<file path="config.mk">
export PLATFORM = sky130hd
export DESIGN_NAME = random_multi
export DESIGN_NICKNAME = d
export VERILOG_FILES = /design/src/rtl/random_pkg.sv /design/src/rtl/lfsr_galois.sv /design/src/rtl/random_multi.sv
export SDC_FILE = /design/constraint.sdc
export NUM_CORES = 1
export LEC_CHECK = 0
export CELL_PAD_IN_SITES_DETAIL_PLACEMENT = 1
export CELL_PAD_IN_SITES_GLOBAL_PLACEMENT = 2
export CORE_AREA = 2 2 106 108
export DETAILED_ROUTE_END_ITERATION = 8
export DIE_AREA = 0 0 108 110
export PLACE_DENSITY = 0.9
export REMOVE_ABC_BUFFERS = 1
export SLEW_MARGIN = 20
export SYNTH_ARGS = -nofsm -noshare
export SYNTH_HDL_FRONTEND = slang
export SYNTH_HIERARCHICAL = 1
export SYNTH_SLANG_ARGS = --single-unit
</file>
<file path="constraint.sdc">
create_clock -name clk_1hz -period 6.8 [get_ports clk_1hz]
set_input_delay 0.68 -clock clk_1hz [delete_from_list [all_inputs] [get_ports clk_1hz]]
set_output_delay 0.68 -clock clk_1hz [all_outputs]
set_load 0.05 [all_outputs]
</file>
<file path="src/rtl/random_pkg.sv">
// Shared constants, FSM state type and the lowest-free-position scan for random_multi.
package random_pkg;

    localparam int unsigned LFSR_W = 16;
    localparam logic [LFSR_W-1:0] LFSR_TAPS = 16'hB400;
    localparam logic [LFSR_W-1:0] SEED_DEFAULT = 16'hACE1;

    typedef enum logic [1:0] {
        IDLE,
        DRAW,
        DONE
    } state_t;

    // Returns the lowest position p in 1..n whose bit p-1 is clear in used, or 0 if none.
    function automatic logic [7:0] lowest_free_pos(input logic [15:0] used, input int n);
        logic [7:0] pos;
        pos = '0;
        for (int i = 15; i >= 0; i--) begin
            if (i < n && !used[i]) begin
                pos = 8'(i + 1);
            end
        end
        return pos;
    endfunction

endpackage

</file>
<file path="src/rtl/lfsr_galois.sv">
// Free-running 16-bit right-shifting Galois LFSR with seed load; a zero seed loads SEED_INIT.
module lfsr_galois
    import random_pkg::*;
#(
    parameter logic [LFSR_W-1:0] SEED_INIT = SEED_DEFAULT
) (
    input  logic              clk_1hz,
    input  logic              rst,
    input  logic              load,
    input  logic [LFSR_W-1:0] seed,
    output logic [LFSR_W-1:0] state
);

    logic [LFSR_W-1:0] state_d;

    // Load wins over the shift so a reseed takes effect on the very next cycle.
    always_comb begin
        state_d = (state >> 1) ^ (state[0] ? LFSR_TAPS : '0);
        if (load) begin
            state_d = (seed == '0) ? SEED_INIT : seed;
        end
    end

    always_ff @(posedge clk_1hz) begin
        if (rst) begin
            state <= SEED_INIT;
        end else begin
            state <= state_d;
        end
    end

endmodule

</file>
<file path="src/rtl/random_multi.sv">
// Draws N_CH distinct hole positions per request with bounded retries and lowest-free fallback.
// Optional RANDOM_NOREPEAT_EN: also excludes every hole delivered by the previous draw.
module random_multi
    import random_pkg::*;
#(
    parameter int unsigned       N_POS     = 9,
    parameter int unsigned       N_CH      = 2,
    parameter int unsigned       POS_W     = 4,
    parameter int unsigned       MAX_TRY   = 8,
    parameter logic [LFSR_W-1:0] SEED_INIT = SEED_DEFAULT
) (
    input  logic                    clk_1hz,
    input  logic                    rst,
    input  logic                    seed_load,
    input  logic [LFSR_W-1:0]       seed_in,
    input  logic                    req,
    output logic                    busy,
    output logic                    valid,
    output logic [N_CH*POS_W-1:0]   positions,
    output logic [N_POS-1:0]        mask
);

    localparam int unsigned OUT_W = N_CH * POS_W;
    localparam int unsigned CH_W  = (N_CH > 1) ? $clog2(N_CH) : 1;
    localparam int unsigned TRY_W = $clog2(MAX_TRY + 1);
    localparam logic [CH_W-1:0]  LAST_CH   = CH_W'(N_CH - 1);
    localparam logic [TRY_W-1:0] TRY_LIMIT = TRY_W'(MAX_TRY);

    function automatic logic [OUT_W-1:0] reset_positions();
        logic [OUT_W-1:0] r;
        r = '0;
        for (int i = 0; i < int'(N_CH); i++) begin
            r[i*POS_W +: POS_W] = POS_W'(i + 1);
        end
        return r;
    endfunction

    localparam logic [OUT_W-1:0] POS_RST  = reset_positions();
    localparam logic [N_POS-1:0] MASK_RST = N_POS'((32'd1 << N_CH) - 32'd1);

    state_t             state_q, state_d;
    logic [CH_W-1:0]    ch_q, ch_d;
    logic [TRY_W-1:0]   try_q, try_d;
    logic [N_POS-1:0]   work_mask_q, work_mask_d;
    logic [OUT_W-1:0]   work_pos_q, work_pos_d;
    logic [OUT_W-1:0]   positions_d;
    logic [N_POS-1:0]   mask_d;
    logic               valid_d;
    logic               busy_d;

    logic [LFSR_W-1:0]  lfsr;
    logic               lfsr_hi_unused;
    logic [7:0]         cand_idx;
    logic [POS_W-1:0]   cand;
    logic [N_POS-1:0]   cand_bit;
    logic [N_POS-1:0]   blocked;
    logic [POS_W-1:0]   fb_pos;
    logic [N_POS-1:0]   fb_bit;
    logic [POS_W-1:0]   sel_pos;
    logic [N_POS-1:0]   sel_bit;

    lfsr_galois #(
        .SEED_INIT (SEED_INIT)
    ) u_lfsr (
        .clk_1hz (clk_1hz),
        .rst     (rst),
        .load    (seed_load),
        .seed    (seed_in),
        .state   (lfsr)
    );

    assign lfsr_hi_unused = ^lfsr[LFSR_W-1:8];

`ifdef RANDOM_NOREPEAT_EN
    logic [N_POS-1:0] prev_mask_q, prev_mask_d;

    if (2 * N_CH > N_POS) begin : g_norepeat_chk
        $error("random_multi: no-repeat mode needs 2*N_CH <= N_POS");
    end

    assign blocked = work_mask_q | prev_mask_q;
`else
    assign blocked = work_mask_q;
`endif

    // Candidate from the low LFSR byte plus the fallback pick over currently blocked holes.
    always_comb begin
        cand_idx = lfsr[7:0] % 8'(N_POS);
        cand     = POS_W'(cand_idx + 8'd1);
        cand_bit = N_POS'(1) << cand_idx;
        fb_pos   = POS_W'(lowest_free_pos(16'(blocked), int'(N_POS)));
        fb_bit   = N_POS'(1) << (fb_pos - POS_W'(1));
    end

    always_comb begin
        state_d     = state_q;
        ch_d        = ch_q;
        try_d       = try_q;
        work_mask_d = work_mask_q;
        work_pos_d  = work_pos_q;
        positions_d = positions;
        mask_d      = mask;
        valid_d     = 1'b0;
        busy_d      = busy;
        sel_pos     = cand;
        sel_bit     = cand_bit;
`ifdef RANDOM_NOREPEAT_EN
        prev_mask_d = prev_mask_q;
`endif
        case (state_q)
            IDLE: begin
                if (req) begin
                    state_d     = DRAW;
                    ch_d        = '0;
                    try_d       = '0;
                    work_mask_d = '0;
                    busy_d      = 1'b1;
                end
            end
            DRAW: begin
                if (try_q == TRY_LIMIT) begin
                    sel_pos = fb_pos;
                    sel_bit = fb_bit;
                end
                // Retry budget exhausted forces the fallback even for a free candidate.
                if (try_q != TRY_LIMIT && (cand_bit & blocked) != '0) begin
                    try_d = try_q + TRY_W'(1);
                end else begin
                    work_pos_d[ch_q*POS_W +: POS_W] = sel_pos;
                    work_mask_d = work_mask_q | sel_bit;
                    try_d       = '0;
                    if (ch_q == LAST_CH) begin
                        state_d = DONE;
                    end else begin
                        ch_d = ch_q + CH_W'(1);
                    end
                end
            end
            DONE: begin
                positions_d = work_pos_q;
                mask_d      = work_mask_q;
                valid_d     = 1'b1;
                busy_d      = 1'b0;
                state_d     = IDLE;
`ifdef RANDOM_NOREPEAT_EN
                prev_mask_d = work_mask_q;
`endif
            end
            default: begin
                state_d = IDLE;
            end
        endcase
    end

    always_ff @(posedge clk_1hz) begin
        if (rst) begin
            state_q     <= IDLE;
            ch_q        <= '0;
            try_q       <= '0;
            work_mask_q <= '0;
            work_pos_q  <= '0;
            positions   <= POS_RST;
            mask        <= MASK_RST;
            valid       <= 1'b0;
            busy        <= 1'b0;
`ifdef RANDOM_NOREPEAT_EN
            prev_mask_q <= '0;
`endif
        end else begin
            state_q     <= state_d;
            ch_q        <= ch_d;
            try_q       <= try_d;
            work_mask_q <= work_mask_d;
            work_pos_q  <= work_pos_d;
            positions   <= positions_d;
            mask        <= mask_d;
            valid       <= valid_d;
            busy        <= busy_d;
`ifdef RANDOM_NOREPEAT_EN
            prev_mask_q <= prev_mask_d;
`endif
        end
    end

endmodule

</file>
==> out/qor.yml <==
outcome: "completed"
grt_use_total_pct: 18.7
synth_most_common_cell: "dfxtp_1"
synth-seq-cells: 59
grt_pass1_vias: 3507
ctsHoldBuffers: 0
post-route-period-util_pct: 85.6
slew_headroom_pct: 52.9
vias: 3378
rsz0062_at_grt: "false"
synth_area_mm2: 0.00366
cts_num_sinks: 59
finalSetupTns_ns: 0
peakVddDrop_mv: 0.141
postRouteAntennaNets: 0
yosys.area.top_type: "dfxtp_1"
htree_levels: 3
hold_violations: 0
cts_made_buffers: 9
routedWlPerCell_um: 17.4
placementRows: 38
tightestPinTransition_ns: 0.706
maxCapViolCount: 0
hold_slack_ns: 0.433
die_y_um: 110
seq_area_mm2: 0.00118
leakage_nw: 1.52
use_met2_pct: 31.0
fillers: 1300
synth_edf_count: 0
max_stage_delay_ns: 0.61
ys_warn_count: 6
gp_congestion: 0.872
slew_violations: 0
synth_top_cell_area_share_pct: 32.3
critPathLaunchType: "flop"
power_per_cell_area_mw_per_mm2: 253
synthCells: 419
busiest_layer: "met2"
path_class: "reg2reg"
vias_per_cell: 5.70
cts_root_buf: "clkbuf_8"
use_met3_pct: 3.88
setup_violations: 0
grt.met1_usage_pct: 24.1
worst_r2r_path_depth: 22
placed_cell_area_mm2: 0.00411
multiInputGateArea_mm2: 0.00232
die_area_mm2: 0.0119
num_io_pins: 39
drc: 0
fp.coreArea_mm2: 0.0107
skew_ns: 0.00926
stdcell_area_mm2: 0.00431
clock_latency_ns: 0.35
antenna_found_initial: 0
cts_resized: 0
die-width_um: 108
start_util_pct: 34.2
port_buffers: 38
min_path_cells: 1
worstHoldPathType: "reg2reg"
async_flop_share_pct: 0
fmax_ghz: 0.172
hpwl_mm: 7.83
worst_setup_path_end_kind: "flop"
cts_setup_buffers: 0
synth_ff_type: "dfxtp_1"
yosysUniqueCellTypes: 86
crit_fanout: 12
netlist_top_cells_count: "59 x dfxtp_1, 42 x nand2_1, 34 x nor2_1"
cts_tree: "built"
post-route-min-period_ns: 5.82
crit_required_ns: 7.03
nNetsFinal: 477
grt_pass1_wl_mm: 17.5
final_util_pct: 40.3
worstPathCellList: "nor2b_1 -> a22oi_1 -> o32ai_1 -> nor2_1 -> ha_1 -> a21o_1 -> o22ai_1 -> nand2_1 -> xnor2_1 -> inv_1 -> ha_1 -> nand2_1 -> nor2_1 -> o21ai_0 -> or4b_4 -> a21oi_4 -> o21a_4 -> a32oi_1 -> or4_4 -> o221ai_4 -> nor2_4 -> mux2_1"
route.final.wire_length_mm: 10.3
drt_first_iter_violations: 198
avgSynthCellArea_um2: 8.74
syn_to_final_growth_pct: 17.7
cp_slowest_cell: "or4_4"
crit_arrival_ns: 6.05
firstDrtPassIters: 4
ys_seq_area_share_pct: 32.3
clk_pin_slew_ns: 0.07
clockBufferDepth: 2
synth_area_leaders: "dfxtp_1 32%, nand2_1 4.3%, mux2i_1 3.6%"
antenna_cells: 0
grt_max_degree: 44
grt_remaining_overflow: 0
drive_gt1_share_pct: 9.49
==> sequential cells by signal, summed over array words and instances (netlist names) <==
name,cells
busy,1
valid,1
state_q,2
mask,9
ch_q,1
work_pos_q,8
blocked,9
u_lfsr/state,16
try_q,4
positions,8
==> where the power goes <==
part	total (mW)	internal [mW]	switching, mW
sequential	0.391	0.366	0.0254
combinational	0.383	0.151	0.232
clock	0.316	0.177	0.139
==> worst paths after layout <==
check	to	startpoint	slack [ns]
worst max-delay path	work_pos_q[1]	u_lfsr/state[2]	0.98
worst min-delay path	u_lfsr/state[11]	u_lfsr/state[12]	0.43
worst max register to register	work_pos_q[1]	u_lfsr/state[2]	0.98
worst min register to register	u_lfsr/state[11]	u_lfsr/state[12]	0.43
==> cells by family (layout without fill, tap and decap cells) <==
logic type	after synthesis	in the layout	share of synthesized area [%]
mux	20	20	6.32
xor+xnor	12	12	3.59
fa+ha+maj	9	9	3.07
compound gates	125	125	26.5
flops	59	59	32.3
buf+inv	36	70	4.61
simple gates	158	158	23.6
==> layout by cell type (no fill, tap or decap), types with 5 or more instances in the layout <==
cell type        netlist  layout
nor2_1                34      34
o22a_1                12      12
nor4_1                 7       7
a21oi_1               18      17
nand3_1                9       9
nor3_1                 5       5
nor2b_1               11      11
a22o_1                14      14
a221oi_1               6       6
clkdlybuf4s50_1        0      38
nand2_1               42      42
o21ai_0               18      18
xnor2_1                6       6
nand2b_1              14      14
clkbuf_8               0      10
inv_1                 13      13
a31oi_1                5       5
ha_1                   9       9
dfxtp_1               59      59
mux2i_1               13      13
==> final cells by class <==
cell class	instances	share of cell area [%]
inverters	15	1.31
well taps	140	4.06
flip-flops and latches	59	27.4
clock buffers	11	3.28
repair buffers	39	9.00
clock inverters	5	1.22
multi-input cells	324	53.7
==> metal layers <==
metal  routed length [µm]  part of all wire, %
met4                  233                  2.3
met1                 4800                   46
met2                 5060                   49
met3                  237                  2.3
met5                    0                    0
==> metrics by stage <==
| step | worst slack (ns) | power, mW | instances |
|---|---|---|---|
| finish | 0.979 | 1.09 | 593 |
| global route | 0.418 | 1.16 | 593 |
| CTS | 0.994 | 1.10 | 593 |
| detailed placement | 1.01 | 0.777 | 577 |
| global placement | 1.27 | 0.767 | 577 |
| floorplan | 1.74 | 0.671 | 398 |
==> critical path: cells and delay by family (launching register included) <==
kind,cells,cell delay [ns]
flip-flops,1,0.46
AO/OA/AOI/OAI,9,1.90
buffers and inverters,1,0.15
multiplexers,1,0.33
AND/OR/NAND/NOR,8,2.02
XOR/XNOR,1,0.33
adder cells (fa/ha/maj),2,0.50
(Power assumes the default switching activity.)
